==> config.mk <==
export PLATFORM = sky130hd
export DESIGN_NAME = logic_gates_pipe_flat
export DESIGN_NICKNAME = d
export VERILOG_FILES = /design/src/rtl/logic_gates_pkg.sv /design/src/rtl/logic_gates_pipe_if.sv /design/src/rtl/logic_gates_core.sv /design/src/rtl/logic_gates_pipe.sv /design/src/flat_wrapper.sv
export SDC_FILE = /design/constraint.sdc
export NUM_CORES = 1
export LEC_CHECK = 0
export CAP_MARGIN = 20
export CELL_PAD_IN_SITES_DETAIL_PLACEMENT = 1
export CELL_PAD_IN_SITES_GLOBAL_PLACEMENT = 1
export CORE_MARGIN = 2
export CORE_UTILIZATION = 35
export DETAILED_ROUTE_END_ITERATION = 6
export PLACE_DENSITY = 0.78
export SYNTH_ARGS = -nofsm -noshare
export SYNTH_HDL_FRONTEND = slang
export SYNTH_SLANG_ARGS = --single-unit
==> constraint.sdc <==
create_clock -name clk -period 2.3 [get_ports clk]
set_input_delay 0.46 -clock clk [delete_from_list [all_inputs] [get_ports clk]]
set_output_delay 0.46 -clock clk [all_outputs]
set_load 0.005 [all_outputs]
==> src/rtl/logic_gates_pkg.sv <==
// Shared opcode encodings for the registered bitwise logic block.
package logic_gates_pkg;

  localparam logic [3:0] OP_AND  = 4'd0;
  localparam logic [3:0] OP_OR   = 4'd1;
  localparam logic [3:0] OP_XOR  = 4'd2;
  localparam logic [3:0] OP_NAND = 4'd3;
  localparam logic [3:0] OP_NOR  = 4'd4;
  localparam logic [3:0] OP_XNOR = 4'd5;
  localparam logic [3:0] OP_NOTA = 4'd6;
  localparam logic [3:0] OP_NOTB = 4'd7;
  localparam logic [3:0] OP_BUFA = 4'd8;
  localparam logic [3:0] OP_BUFB = 4'd9;
  localparam logic [3:0] OP_LAST = 4'd9;

endpackage

==> src/rtl/logic_gates_pipe_if.sv <==
// Operand/result handshake bundle for logic_gates_pipe.
interface logic_gates_pipe_if #(
  parameter int WIDTH = 8
);
  logic             in_valid;
  logic             in_ready;
  logic [WIDTH-1:0] a;
  logic [WIDTH-1:0] b;
  logic [3:0]       op;
  logic             use_acc;
  logic             acc_clr;
  logic             out_valid;
  logic             out_ready;
  logic [WIDTH-1:0] y;
  logic             zero;
  logic             parity;
  logic             op_err;

  modport master (
    output in_valid, a, b, op, use_acc, acc_clr, out_ready,
    input  in_ready, out_valid, y, zero, parity, op_err
  );

  modport slave (
    input  in_valid, a, b, op, use_acc, acc_clr, out_ready,
    output in_ready, out_valid, y, zero, parity, op_err
  );
endinterface

==> src/rtl/logic_gates_core.sv <==
// Combinational bitwise function unit; illegal opcodes yield zero and flag err.
module logic_gates_core
  import logic_gates_pkg::*;
#(
  parameter int WIDTH = 8
) (
  input  logic [WIDTH-1:0] a,
  input  logic [WIDTH-1:0] b,
  input  logic [3:0]       op,
  output logic [WIDTH-1:0] y,
  output logic             err
);

  always_comb begin
    y   = '0;
    err = (op > OP_LAST);
    case (op)
      OP_AND:  y = a & b;
      OP_OR:   y = a | b;
      OP_XOR:  y = a ^ b;
      OP_NAND: y = ~(a & b);
      OP_NOR:  y = ~(a | b);
      OP_XNOR: y = ~(a ^ b);
      OP_NOTA: y = ~a;
      OP_NOTB: y = ~b;
      OP_BUFA: y = a;
      OP_BUFB: y = b;
      default: y = '0;
    endcase
  end

endmodule

==> src/rtl/logic_gates_pipe.sv <==
// Single-stage registered logic unit with valid/ready handshake and accumulator chaining.
module logic_gates_pipe
  import logic_gates_pkg::*;
#(
  parameter int               WIDTH    = 8,
  parameter logic [WIDTH-1:0] ACC_INIT = '0
) (
  input logic               clk,
  input logic               rst_n,
  logic_gates_pipe_if.slave bus
);

  logic [WIDTH-1:0] acc_q;
  logic [WIDTH-1:0] a_eff_p0;
  logic [WIDTH-1:0] res_p0;
  logic             err_p0;
  logic             accept_p0;

  logic [WIDTH-1:0] y_p1;
  logic             zero_p1;
  logic             parity_p1;
  logic             err_p1;
  logic             vld_p1;

  assign bus.in_ready = !vld_p1 || bus.out_ready;
  assign accept_p0    = bus.in_valid && bus.in_ready;
  assign a_eff_p0     = bus.use_acc ? acc_q : bus.a;

  logic_gates_core #(.WIDTH(WIDTH)) u_core (
    .a   (a_eff_p0),
    .b   (bus.b),
    .op  (bus.op),
    .y   (res_p0),
    .err (err_p0)
  );

  // p0 -> p1: output register and accumulator update
  always_ff @(posedge clk or negedge rst_n) begin
    if (!rst_n) begin
      y_p1      <= '0;
      zero_p1   <= 1'b1;
      parity_p1 <= 1'b0;
      err_p1    <= 1'b0;
      vld_p1    <= 1'b0;
      acc_q     <= ACC_INIT;
    end else begin
      if (accept_p0) begin
        y_p1      <= res_p0;
        zero_p1   <= ~|res_p0;
        parity_p1 <= ^res_p0;
        err_p1    <= err_p0;
        vld_p1    <= 1'b1;
      end else if (bus.out_ready) begin
        vld_p1 <= 1'b0;
      end
      // A clear wins over a load; an accept this cycle already read the old acc.
      if (bus.acc_clr)
        acc_q <= ACC_INIT;
      else if (accept_p0 && !err_p0)
        acc_q <= res_p0;
    end
  end

  assign bus.out_valid = vld_p1;
  assign bus.y         = y_p1;
  assign bus.zero      = zero_p1;
  assign bus.parity    = parity_p1;
  assign bus.op_err    = err_p1;

endmodule
==> src/flat_wrapper.sv <==
// flat-port wrapper written by rule: the top's interface ports become plain ports
module logic_gates_pipe_flat import logic_gates_pkg::*;
#(
  parameter int               WIDTH    = 8,
  parameter logic [WIDTH-1:0] ACC_INIT = '0
)
  (clk, rst_n, bus_in_valid, bus_a, bus_b, bus_op, bus_use_acc, bus_acc_clr, bus_out_ready, bus_in_ready, bus_out_valid, bus_y, bus_zero, bus_parity, bus_op_err);
  logic_gates_pipe_if #(.WIDTH(WIDTH)) bus_i ();
  input logic clk;
  input logic rst_n;
  input wire logic [$bits(bus_i.in_valid)-1:0] bus_in_valid;
  input wire logic [$bits(bus_i.a)-1:0] bus_a;
  input wire logic [$bits(bus_i.b)-1:0] bus_b;
  input wire logic [$bits(bus_i.op)-1:0] bus_op;
  input wire logic [$bits(bus_i.use_acc)-1:0] bus_use_acc;
  input wire logic [$bits(bus_i.acc_clr)-1:0] bus_acc_clr;
  input wire logic [$bits(bus_i.out_ready)-1:0] bus_out_ready;
  output wire logic [$bits(bus_i.in_ready)-1:0] bus_in_ready;
  output wire logic [$bits(bus_i.out_valid)-1:0] bus_out_valid;
  output wire logic [$bits(bus_i.y)-1:0] bus_y;
  output wire logic [$bits(bus_i.zero)-1:0] bus_zero;
  output wire logic [$bits(bus_i.parity)-1:0] bus_parity;
  output wire logic [$bits(bus_i.op_err)-1:0] bus_op_err;
  assign bus_i.in_valid = bus_in_valid;
  assign bus_i.a = bus_a;
  assign bus_i.b = bus_b;
  assign bus_i.op = bus_op;
  assign bus_i.use_acc = bus_use_acc;
  assign bus_i.acc_clr = bus_acc_clr;
  assign bus_i.out_ready = bus_out_ready;
  assign bus_in_ready = bus_i.in_ready;
  assign bus_out_valid = bus_i.out_valid;
  assign bus_y = bus_i.y;
  assign bus_zero = bus_i.zero;
  assign bus_parity = bus_i.parity;
  assign bus_op_err = bus_i.op_err;
  logic_gates_pipe #(.WIDTH(WIDTH), .ACC_INIT(ACC_INIT)) u_core (.clk(clk), .rst_n(rst_n), .bus(bus_i));
endmodule
Word level (Yosys, flattened, before mapping). Index checks and enable logic that the tools add are counted.

$lt $le $gt $ge: 1. Equality and inequality tests: 9. Muxes and demuxes: 6. Bitwise operators: 8. Reductions and logical operators: 11.

Operator list (count): one-hot mux 8 bit (10 select lines) (1); inverter 8 bit (5); 2-to-1 mux 8 bit (3); == test 4 x 3 -> 1 bit (second input constant) (4); bitwise AND 8 bit (1); == test 4 x 2 -> 1 bit (second input constant) (2); == test 4 bit (second input constant) (2); bitwise OR 8 bit (1); OR reduction 8 bit (1); parity 8 bit (1); bitwise XOR 8 bit (1); == test 4 x 1 -> 1 bit (second input constant) (1); > comparator 4 bit (second input constant) (1); zero test 4 bit (1); nonzero test 2 bit (2); zero test 1 bit (3); logical AND 1 bit (2); 2-to-1 mux 1 bit (2); logical OR 1 bit (1).

Flip-flop bits (word level): 20. Bits of input ports: 26. Output and inout port bits: 13. Logic and storage cells: 41.

Depth between registers and ports, before layout.
Depth after elaboration: 6. Gate-level depth with buffers: 14.

Hierarchy. Synthesis repeated with hierarchy kept, for this count alone.

Cell total of the unflattened synthesis: 241. Area, all modules: 2142.1 um^2.

Modules (own cells, without submodules): logic_gates_core (times used 1, cells an instance 145, area an instance 1097.3 um^2); logic_gates_pipe (times used 1, cells an instance 96, area an instance 1044.8 um^2).

Least setup slack after synthesis. Ideal clock, no wire load.

Path kind: input -> register. Start point: input port bus_use_acc. End point: register u_core.parity_p1, in the netlist u_core.bus.parity. Library setup time: 131 ps. Data arrival time: 2816 ps. Required time: 2169 ps. Path slack: -648 ps. Stages: 11. Buffers on the path: 1. Cell sequence: buf_2 mux2i_1 ha_1 nor2_1 a21oi_2 mux4_2 o221ai_2 xnor2_1 xnor3_1 xnor2_1 o21ai_1.

Longest elaborated chain between the ends: 5. Elaborated cells between the ends (all ways): 10. Those cells by class: mux: 2; bitwise: 7; reduce/logical: 1.

Ends and longest elaborated chain: from (decl) (line flat_wrapper.sv:15) `input wire logic [$bits(bus_i.use_acc)-1:0] bus_use_acc;`; 2-to-1 mux 8 bit * (line logic_gates_pipe.sv:27) `assign a_eff_p0 = bus.use_acc ? acc_q : bus.a;`; bitwise XOR 8 bit, or another cell as far along (line logic_gates_core.sv:20, logic_gates_core.sv:23); inverter 8 bit (on tied branches) (line logic_gates_core.sv:23, logic_gates_core.sv:21, logic_gates_core.sv:22); one-hot mux 8 bit (10 select lines) * (line logic_gates_core.sv:17) `case (op)`; parity 8 bit * (line logic_gates_pipe.sv:50) `parity_p1 <= ^res_p0;`; to (signal assigned) (line logic_gates_pipe.sv:50); to (decl) (line logic_gates_pipe.sv:21) `logic parity_p1;`.

Every way passes the cells marked *; elsewhere a longest branch is shown, timed or not. A chain may end at the register's enable or synchronous reset.

Final worst setup path. Ends and elaborated chain as after synthesis.

==> out/qor.yml <==
status:
  status: "complete, but fails checks"
  violations: "negative setup slack"
placement:
  gp_congestion: 0.776
  placed_area_sq_um: 2900
  pre_cts_ws_ns: -1.22
  dp_hpwl_um: 5220
  dp_cells: 397
  io_buffers: 38
clocking:
  clock_path_buffers: 2
  cts-root-buf: "clkbuf_8"
  clk_pin_slew_ns: 0.07
  htreeDepth: 1
  clk_latency_ns: 0.25
  cts_hold_buf: 0
  cts_buffers: 3
  cts_sinks: 20
  cts_tree: "done"
cells_and_area:
  mostFrequentLayoutCell: "buf_4"
  final_cells: 420
  mostFrequentLayoutCells: "buf_4 (72), clkdlybuf4s50_1 (21), dfrtp_1 (19), nor2_1 (18)"
  diodes: 0
  final_cell_area_sq_um: 3650
  syn_to_final_growth_pct: 89.7
  drive_gt1_share_pct: 50.0
  finalNetCount: 392
sta:
  slew_headroom_pct: 63.3
  rsz0062_at_grt: "true"
  fmax_ghz: 0.329
  skew_ns: 0.00142
  setup_viol: 16
  final-hold-violation-count: 0
  slew_violations: 0
  worst_pin_slew_ns: 0.548
  min_period_ns: 3.04
  fin_ws_ns: -0.736
  finalCritPeriodShare_pct: 132
  fin_hold_ws_ns: 0.503
global_routing:
  track_usage_pct: 28.7
  grt_pass1_vias: 2576
  grt_max_degree: 16
  grt_antenna_before_repair: 0
  grt_pass1_wl_um: 13600
  overflow: 0
logic_synthesis:
  yosysSeqAreaShare_pct: 26.0
  yosys_warnings: 0
  synth_ff_type: "dfrtp_1"
  ys_ff_latch: 20
  async_flop_share_pct: 100
  synth_edf_count: 0
  synth_nets: 278
  synth_cell_type_count: 50
  syn_inst: 235
  synth_area_sq_um: 1930
  syn_area_per_cell_sq_um: 8.20
die:
  start_util_pct: 35.6
  ioPinCount: 39
  dieArea_sq_um: 6110
  die_h_um: 78.2
  coreArea_sq_um: 5410
  std_cell_rows: 27
  die_x_um: 78.2
pwr:
  vdd_drop_max_mv: 0.479
  p_leak_nw: 1.66
  finalPower_mw: 1.57
  pwr_density_cell_nw_per_um2: 429
routing:
  vias: 2489
  ant_nets: 0
  drt-initial-drc-count: 201
  drc_errors: 0
  viasPerCell: 5.93
  wire_per_inst_um: 26.3
  wirelength_um: 11100
  detail_route.first_pass.iterations: 4
setup_path:
  cp.required_ns: 2.40
  crit_type: "in -> reg"
  cp-end-kind: "flop"
  path_max_fanout: 4
  cp.arrival_ns: 3.14
  cp-start-kind: "input pin"
job:
  cap_violations: 0
min_path:
  hp-class: "reg -> reg"
==> metal layers <==
metal  up-vias  wire [um]  track usage [%]
met5         -          0                0
met3        58        704             3.45
met4         0        646             15.3
met2       133       5390             52.9
li1       1074          -                -
met1      1224       4320             32.0
==> sequential cells by signal, summed over array words and instances (netlist names) <==
register,cells
u_core.bus.op_err,1
u_core.acc_q,8
u_core.bus.out_valid,1
u_core.bus.y,8
u_core.bus.zero,1
u_core.bus.parity,1
==> per-stage QoR <==
| step | utilization (%) | setup TNS, ns |
|---|---|---|
| 2_1_floorplan | - | -0.356 |
| 4_1_cts | 59.7 | -0.689 |
| 5_1_grt | 67.6 | -4.02 |
| 3_3_place_gp | 53.7 | -11.89 |
| 6_report | 67.6 | -2.63 |
| 3_5_place_dp | 53.7 | -13.72 |
==> cell families after synthesis <==
| kind of cell | count (synthesis) | synth area share (%) |
|---|---|---|
| compound gates | 74 | 26.0 |
| xor+xnor | 5 | 2.99 |
| fa+ha+maj | 17 | 11.0 |
| buf+inv | 34 | 7.60 |
| flops | 20 | 26.0 |
| mux | 15 | 8.57 |
| simple gates | 70 | 17.7 |
==> worst max-delay path, stage by stage <==
cell and delay, ns:
buf_12 0.11, buf_8 0.12, mux2_4 0.33, ha_2 0.19, nand2b_1 0.11, nor2_1 0.05
a21oi_1 0.15, a2bb2oi_1 0.28, o22ai_1 0.14, a21oi_2 0.22, ha_4 0.25, xor2_2 0.18
xnor2_2 0.16, xnor2_1 0.25, o21ai_1 0.14
==> power breakdown <==
group          total, mW  switching (mW)  internal (mW)
clock network      0.232           0.109          0.123
registers          0.429          0.0354          0.393
logic              0.907           0.442          0.465
==> final timing paths <==
check | slack, ns | end | cells after the start | start
worst max-delay path | -0.74 | u_core.bus.parity | 15 | bus_use_acc
worst min-delay path | 0.50 | u_core.bus.y[0] | 1 | u_core.bus.y[0]
worst max register to register | -0.67 | u_core.bus.parity | 13 | u_core.acc_q[4]
worst min register to register | 0.50 | u_core.bus.y[0] | 1 | u_core.bus.y[0]
max in group asynchronous | 1.29 | u_core.acc_q[7] | 2 | rst_n
min in group asynchronous | 0.51 | u_core.acc_q[5] | 1 | rst_n
==> synth_stat cells (4+ instances only) <==
cell type   n  area (sq um)
a21o_1      6          45.0
a21oi_1    18          90.1
a2bb2oi_1   4          35.0
buf_2       9          45.0
dfrtp_1    19           475
ha_1       17           213
inv_1      19          71.3
mux2i_1    12           120
nand2_1    14          52.6
nand2b_1    8          50.1
nor2_1     27           101
nor3_1      6          30.0
o21ai_0    13          65.1
o22ai_1     7          43.8
==> layout make-up <==
type / instances / area (sq um)
Multi-Input combinational cell: 181 / 1820
Fill cell: 572 / 1750
Timing Repair Buffer: 124 / 1130
Sequential cell: 20 / 502
Tap cell: 72 / 90.1
Inverter: 19 / 73.8
Clock buffer: 4 / 45.0
==> timing repair <==
item / in CTS / in global routing
gates cloned: 0 / 0
setup endpoints to repair: 18 / 18
gates resized for setup: 59 / 82
pin swaps: 31 / 33
buffers inserted: 14 / 9
No activity file was read; power rests on OpenSTA's default activity.
